### src/rtl/vx_dcache_ser_pkg.sv
// Shared types for the dcache request serializer: lane-index width helper,
// per-lane request record and the two-state view of the pending mask.
package vx_dcache_ser_pkg;

  localparam int REQ_WORD_SIZE  = 4;
  localparam int REQ_ADDR_WIDTH = 30;
  localparam int REQ_TAG_WIDTH  = 8;

  function automatic int lane_bits(input int num_reqs);
    return (num_reqs > 1) ? $clog2(num_reqs) : 1;
  endfunction

  typedef struct packed {
    logic                         rw;
    logic [REQ_WORD_SIZE-1:0]     byteen;
    logic [REQ_ADDR_WIDTH-1:0]    addr;
    logic [8*REQ_WORD_SIZE-1:0]   data;
    logic [REQ_TAG_WIDTH-1:0]     tag;
  } lane_req_t;

  typedef enum logic {
    ST_IDLE = 1'b0,
    ST_SEND = 1'b1
  } ser_state_e;

endpackage

### src/rtl/vx_lane_priority_enc.sv
// Lowest-set-bit encoder for the pending lane mask: index, one-hot of that
// bit, and a flag telling whether the whole mask holds exactly one lane.
module vx_lane_priority_enc #(
  parameter int N  = 4,
  parameter int LB = 2
) (
  input  logic [N-1:0]  mask_i,
  output logic [LB-1:0] idx_o,
  output logic [N-1:0]  onehot_o,
  output logic          onehot_flag_o
);

  always_comb begin
    idx_o    = '0;
    onehot_o = '0;
    // Scan downward so the lowest set bit is the last one written.
    for (int i = N - 1; i >= 0; i--) begin
      if (mask_i[i]) begin
        idx_o       = LB'(i);
        onehot_o    = '0;
        onehot_o[i] = 1'b1;
      end
    end
  end

  assign onehot_flag_o = (mask_i != '0) && ((mask_i & (mask_i - N'(1))) == '0);

endmodule

### src/rtl/vx_dcache_req_serializer.sv
// Captures a multi-lane LSU request batch and issues the valid lanes one per
// cycle to a single-port dcache, tagging each request with its lane index.
module vx_dcache_req_serializer
  import vx_dcache_ser_pkg::*;
#(
  parameter int NUM_REQS   = 4,
  parameter int WORD_SIZE  = REQ_WORD_SIZE,
  parameter int ADDR_WIDTH = REQ_ADDR_WIDTH,
  parameter int TAG_WIDTH  = REQ_TAG_WIDTH,
  parameter int LANE_BITS  = lane_bits(NUM_REQS)
) (
  input  logic                              clk,
  input  logic                              reset_n,
  input  logic [NUM_REQS-1:0]               in_valid,
  input  logic [NUM_REQS-1:0]               in_rw,
  input  logic [NUM_REQS*WORD_SIZE-1:0]     in_byteen,
  input  logic [NUM_REQS*ADDR_WIDTH-1:0]    in_addr,
  input  logic [NUM_REQS*8*WORD_SIZE-1:0]   in_data,
  input  logic [NUM_REQS*TAG_WIDTH-1:0]     in_tag,
  output logic [NUM_REQS-1:0]               in_ready,
  output logic                              out_valid,
  output logic                              out_rw,
  output logic [WORD_SIZE-1:0]              out_byteen,
  output logic [ADDR_WIDTH-1:0]             out_addr,
  output logic [8*WORD_SIZE-1:0]            out_data,
  output logic [LANE_BITS+TAG_WIDTH-1:0]    out_tag,
  input  logic                              out_ready
);

  // The lane record is sized by the package; keep the module widths in step.
  if (WORD_SIZE != REQ_WORD_SIZE || ADDR_WIDTH != REQ_ADDR_WIDTH ||
      TAG_WIDTH != REQ_TAG_WIDTH) begin : g_width_check
    $error("vx_dcache_req_serializer: widths must match vx_dcache_ser_pkg");
  end

  // Handshake: a transfer happens on a rising edge where valid and ready are
  // both high; valid never drops and payload never changes until that edge.

  logic [NUM_REQS-1:0]  mask_q, mask_d;
  lane_req_t            lane_q [NUM_REQS];
  lane_req_t            lane_in [NUM_REQS];
  ser_state_e           state;
  logic [LANE_BITS-1:0] cur_idx;
  logic [NUM_REQS-1:0]  cur_onehot;
  logic                 last_lane;
  logic                 ready_all;
  logic                 accept;
  logic                 fire;

  vx_lane_priority_enc #(
    .N  (NUM_REQS),
    .LB (LANE_BITS)
  ) u_prio (
    .mask_i        (mask_q),
    .idx_o         (cur_idx),
    .onehot_o      (cur_onehot),
    .onehot_flag_o (last_lane)
  );

  assign state     = (mask_q != '0) ? ST_SEND : ST_IDLE;
  assign fire      = (state == ST_SEND) && out_ready;
  assign ready_all = (state == ST_IDLE) || ((state == ST_SEND) && last_lane && out_ready);
  assign accept    = (|in_valid) && ready_all;
  assign in_ready  = {NUM_REQS{ready_all}};

  always_comb begin
    for (int i = 0; i < NUM_REQS; i++) begin
      lane_in[i].rw     = in_rw[i];
      lane_in[i].byteen = in_byteen[i*WORD_SIZE +: WORD_SIZE];
      lane_in[i].addr   = in_addr[i*ADDR_WIDTH +: ADDR_WIDTH];
      lane_in[i].data   = in_data[i*8*WORD_SIZE +: 8*WORD_SIZE];
      lane_in[i].tag    = in_tag[i*TAG_WIDTH +: TAG_WIDTH];
    end
  end

  always_comb begin
    mask_d = mask_q;
    if (fire) begin
      mask_d = mask_q & ~cur_onehot;
    end
    // A new batch only lands when the old one is empty or retiring now.
    if (accept) begin
      mask_d = in_valid;
    end
  end

  always_ff @(posedge clk or negedge reset_n) begin
    if (!reset_n) begin
      mask_q <= '0;
    end else begin
      mask_q <= mask_d;
    end
  end

  always_ff @(posedge clk or negedge reset_n) begin
    if (!reset_n) begin
      for (int i = 0; i < NUM_REQS; i++) begin
        lane_q[i] <= '0;
      end
    end else if (accept) begin
      for (int i = 0; i < NUM_REQS; i++) begin
        lane_q[i] <= lane_in[i];
      end
    end
  end

  assign out_valid  = (state == ST_SEND);
  assign out_rw     = lane_q[cur_idx].rw;
  assign out_byteen = lane_q[cur_idx].byteen;
  assign out_addr   = lane_q[cur_idx].addr;
  assign out_data   = lane_q[cur_idx].data;
  assign out_tag    = {cur_idx, lane_q[cur_idx].tag};

endmodule

### config.mk
export PLATFORM = sky130hd
export DESIGN_NAME = vx_dcache_req_serializer
export DESIGN_NICKNAME = d
export VERILOG_FILES = /design/src/rtl/vx_dcache_ser_pkg.sv /design/src/rtl/vx_lane_priority_enc.sv /design/src/rtl/vx_dcache_req_serializer.sv
export SDC_FILE = /design/constraint.sdc
export NUM_CORES = 1
export LEC_CHECK = 0
export CORE_ASPECT_RATIO = 0.5
export CORE_MARGIN = 1.5
export CORE_UTILIZATION = 24
export DETAILED_ROUTE_END_ITERATION = 6
export PLACE_DENSITY = 0.52
export SLEW_MARGIN = 10
export SYNTH_ARGS = -nofsm -noshare
export SYNTH_HDL_FRONTEND = slang
export SYNTH_HIERARCHICAL = 1
export SYNTH_SLANG_ARGS = --single-unit
export TNS_END_PERCENT = 50
### constraint.sdc
create_clock -name clk -period 2.65 [get_ports clk]
set_input_delay 0.53 -clock clk [delete_from_list [all_inputs] [get_ports clk]]
set_output_delay 0.53 -clock clk [all_outputs]
set_load 0.005 [all_outputs]
==> flow_summary.ini <==
[outcome]
outcome = finished, violations left
violations = setup timing

[clocking]
root_buffer = clkbuf_16
clk_pin_slew_worst_paths_ns = 0.06
clock-sinks = 304
ctsHtreeMaxLevel = 2
cts_tree = built
cts_buffers = 35
clk_latency_ns = 0.51
clockBufferDepth = 3
postCtsHoldBufs = 0

[critical_path]
cp.required_ns = 2.12
start_kind = flop
end_kind = primary output
critPathArrivalTime_ns = 2.39
worstSetupPathType = flop to primary output
path_max_fanout = 6
reg2reg_slack_ns = 0.22

[detailed_routing]
post_drt_wl_per_cell_um = 20.87
vias_per_cell = 4.297
drtPass1Iterations = 4
drc = 0
ant_nets = 0
num_vias = 8500
drt_iter0_markers = 283
routed_wl_um = 41270

[finish]
fillCellCount = 5122
final_area_um2 = 20080
regArea_um2 = 7610
drive_gt1_frac = 0.3163
fin_nets = 1531
layout_commonest_cell = clkdlybuf4s50_1
mostFrequentLayoutCells = 305 x clkdlybuf4s50_1, 302 x dfrtp_1, 215 x mux2_1
area_growth_pct = 51.85
multi_input_area_um2 = 5326

[floorplanning]
die-height_um = 169.0
die_w_um = 335.0
placementRows = 60
core_area_um2 = 54050
fp.dieArea_um2 = 56610
start_util = 0.2447
io_pins = 389

[sta]
worst_pin_slew_ns = 0.7322
fin_skew_ns = 0.01161
finalWorstSetupSlack_ns = -0.2661
slew_viol_final = 0
rsz0062_at_grt = true
period_share = 1.100
layout_min_cycle_time_ns = 2.916
timing.slew.headroom = 0.5118
fmax_ghz = 0.3429
hold_viol_final = 0
holdWs_ns = 0.04371
setup_viol = 76
fin_setup_tns_ns = -15.40

[logic_synthesis]
avgSynthCellArea_um2 = 17.40
yosys.area.top_type_share = 0.5752
synth_largest_area_cell = dfrtp_1
syn_nets = 1067
synthCells = 760
synth_cell_types = 24
yosysSeqAreaShare = 0.5752
synth_area_leaders = dfrtp_1 58%, mux2_1 18%, mux4_2 13%
ys_warn_count = 6
syn_area_um2 = 13230
ys_ff_latch = 304

[placement]
hpwl_um = 31060
io_buffers = 388
placed_area_um2 = 18320
gp_congestion = 0.7983

[power_and_ir_drop]
clkPwrFrac = 0.184
leakage_nw = 8.142
peakVddDrop_mv = 0.6294
p_sw_mw = 8.967
internal-power_mw = 19.69
p_sw_frac = 0.3129
power_density_nw_per_um2 = 1427
power_frac_comb = 0.525
share_seq_of_total_power = 0.291

[global_routing]
grt_max_degree = 85
grt_pass1_vias = 9702
gr-usage-all-layers = 0.1448
grt_first_pass_wirelength_um = 61690
antenna_found_initial = 16
overflow = 0

[hold_path]
holdCritPathClass = input pin to asynchronous set/reset pin

[run]
maxCapViolCount = 0
==> cells by family (layout without fill, tap and decap cells) <==
logic type | after synthesis | in the layout | synth area share
flip-flops | 304 | 304 | 0.5752
other | 0 | 16 | 0
multiplexers | 377 | 377 | 0.3849
XOR/XNOR | 1 | 1 | 0.0006624
AO/OA/AOI/OAI | 7 | 7 | 0.004730
buffers and inverters | 55 | 544 | 0.02630
AND/OR/NAND/NOR | 16 | 16 | 0.008231
==> synthesized netlist by cell type <==
| master | number |
|---|---|
| a21boi_0 | 2 |
| a21oi_1 | 1 |
| a21oi_4 | 1 |
| nor4_1 | 1 |
| inv_1 | 1 |
| nor3b_1 | 1 |
| mux2_2 | 87 |
| xor2_1 | 1 |
| buf_4 | 34 |
| nand2b_1 | 1 |
| nor3_1 | 1 |
| clkbuf_1 | 6 |
| nor4b_2 | 1 |
| buf_2 | 11 |
| mux4_2 | 75 |
| mux2_1 | 215 |
| buf_1 | 3 |
| dfrtp_1 | 304 |
| nor4b_4 | 1 |
| nand2_1 | 6 |
| nor2_1 | 3 |
| o2bb2ai_1 | 2 |
| or4_4 | 1 |
| a211o_1 | 1 |
==> cell type report <==
type,instances,area share
sequential,304,0.3789
multi-input combinational,401,0.2652
timing repair buffer,481,0.2467
clock buffer,54,0.05427
tap,713,0.04442
clock inverter,8,0.008224
antenna,16,0.001994
inverter,1,0.0001869
==> stage by stage <==
| step | power (mW) | cells | worst slack [ns] | utilization |
|---|---|---|---|---|
| after global routing | 30.36 | 1978 | -0.3630 | 0.3715 |
| after global placement | 22.48 | 1854 | -0.06397 | 0.3389 |
| after CTS | 28.63 | 1952 | -0.3368 | 0.3679 |
| after detailed placement | 22.88 | 1854 | -0.05213 | 0.3389 |
| after floorplan | 16.43 | 760 | 0.09314 | - |
| final | 28.66 | 1978 | -0.2661 | 0.3715 |
==> power groups by stage <==
stage	Combinational [mW]	Clock, mW	Sequential (mW)
2_1_floorplan	8.49	0	7.95
3_3_place_gp	14.2	0	8.31
3_5_place_dp	14.5	0	8.41
4_1_cts	14.8	5.43	8.36
5_1_grt	16.0	5.66	8.67
6_report	15.0	5.27	8.35
==> path summary, 6_finish.rpt <==
check                      startpoint      endpoint  cells past startpoint
setup / recovery            mask_q[2]  out_data[10]                      8
hold / removal                reset_n     lane_q[2]                      1
setup reg to reg            mask_q[0]   lane_q[288]                      8
hold reg to reg            lane_q[68]    lane_q[68]                      1
max in group asynchronous     reset_n   lane_q[135]                      2
min in group clk           lane_q[68]    lane_q[68]                      1
==> worst max-delay path: stages, from the launching register on <==
cell      delay (ns)
dfrtp_1         0.38
nand2b_4        0.15
a21oi_4         0.16
buf_4           0.13
buf_8           0.10
buf_12          0.12
buf_12          0.14
mux4_2          0.53
buf_2           0.15
==> metal layers <==
layer  global-route usage  share of wire  vias up
met5                    0              0        -
met4              0.06807          0.033        0
met3              0.01856          0.020       69
met2               0.2852           0.59      112
met1               0.1524           0.36     4523
li1                     -              -     3796
==> what timing repair did <==
action / in CTS / in global routing
pin swaps: 4 / 4
hold endpoints to repair: 0 / 0
setup endpoints to repair: 82 / 80
gates cloned: 3 / 0
setup buffers: 33 / 14
resized for setup: 346 / 32
==> sequential cells by signal, summed over array words and instances (netlist names) <==
signal  flops
lane_q    300
mask_q      4
Power figures use the tool's default switching activity.
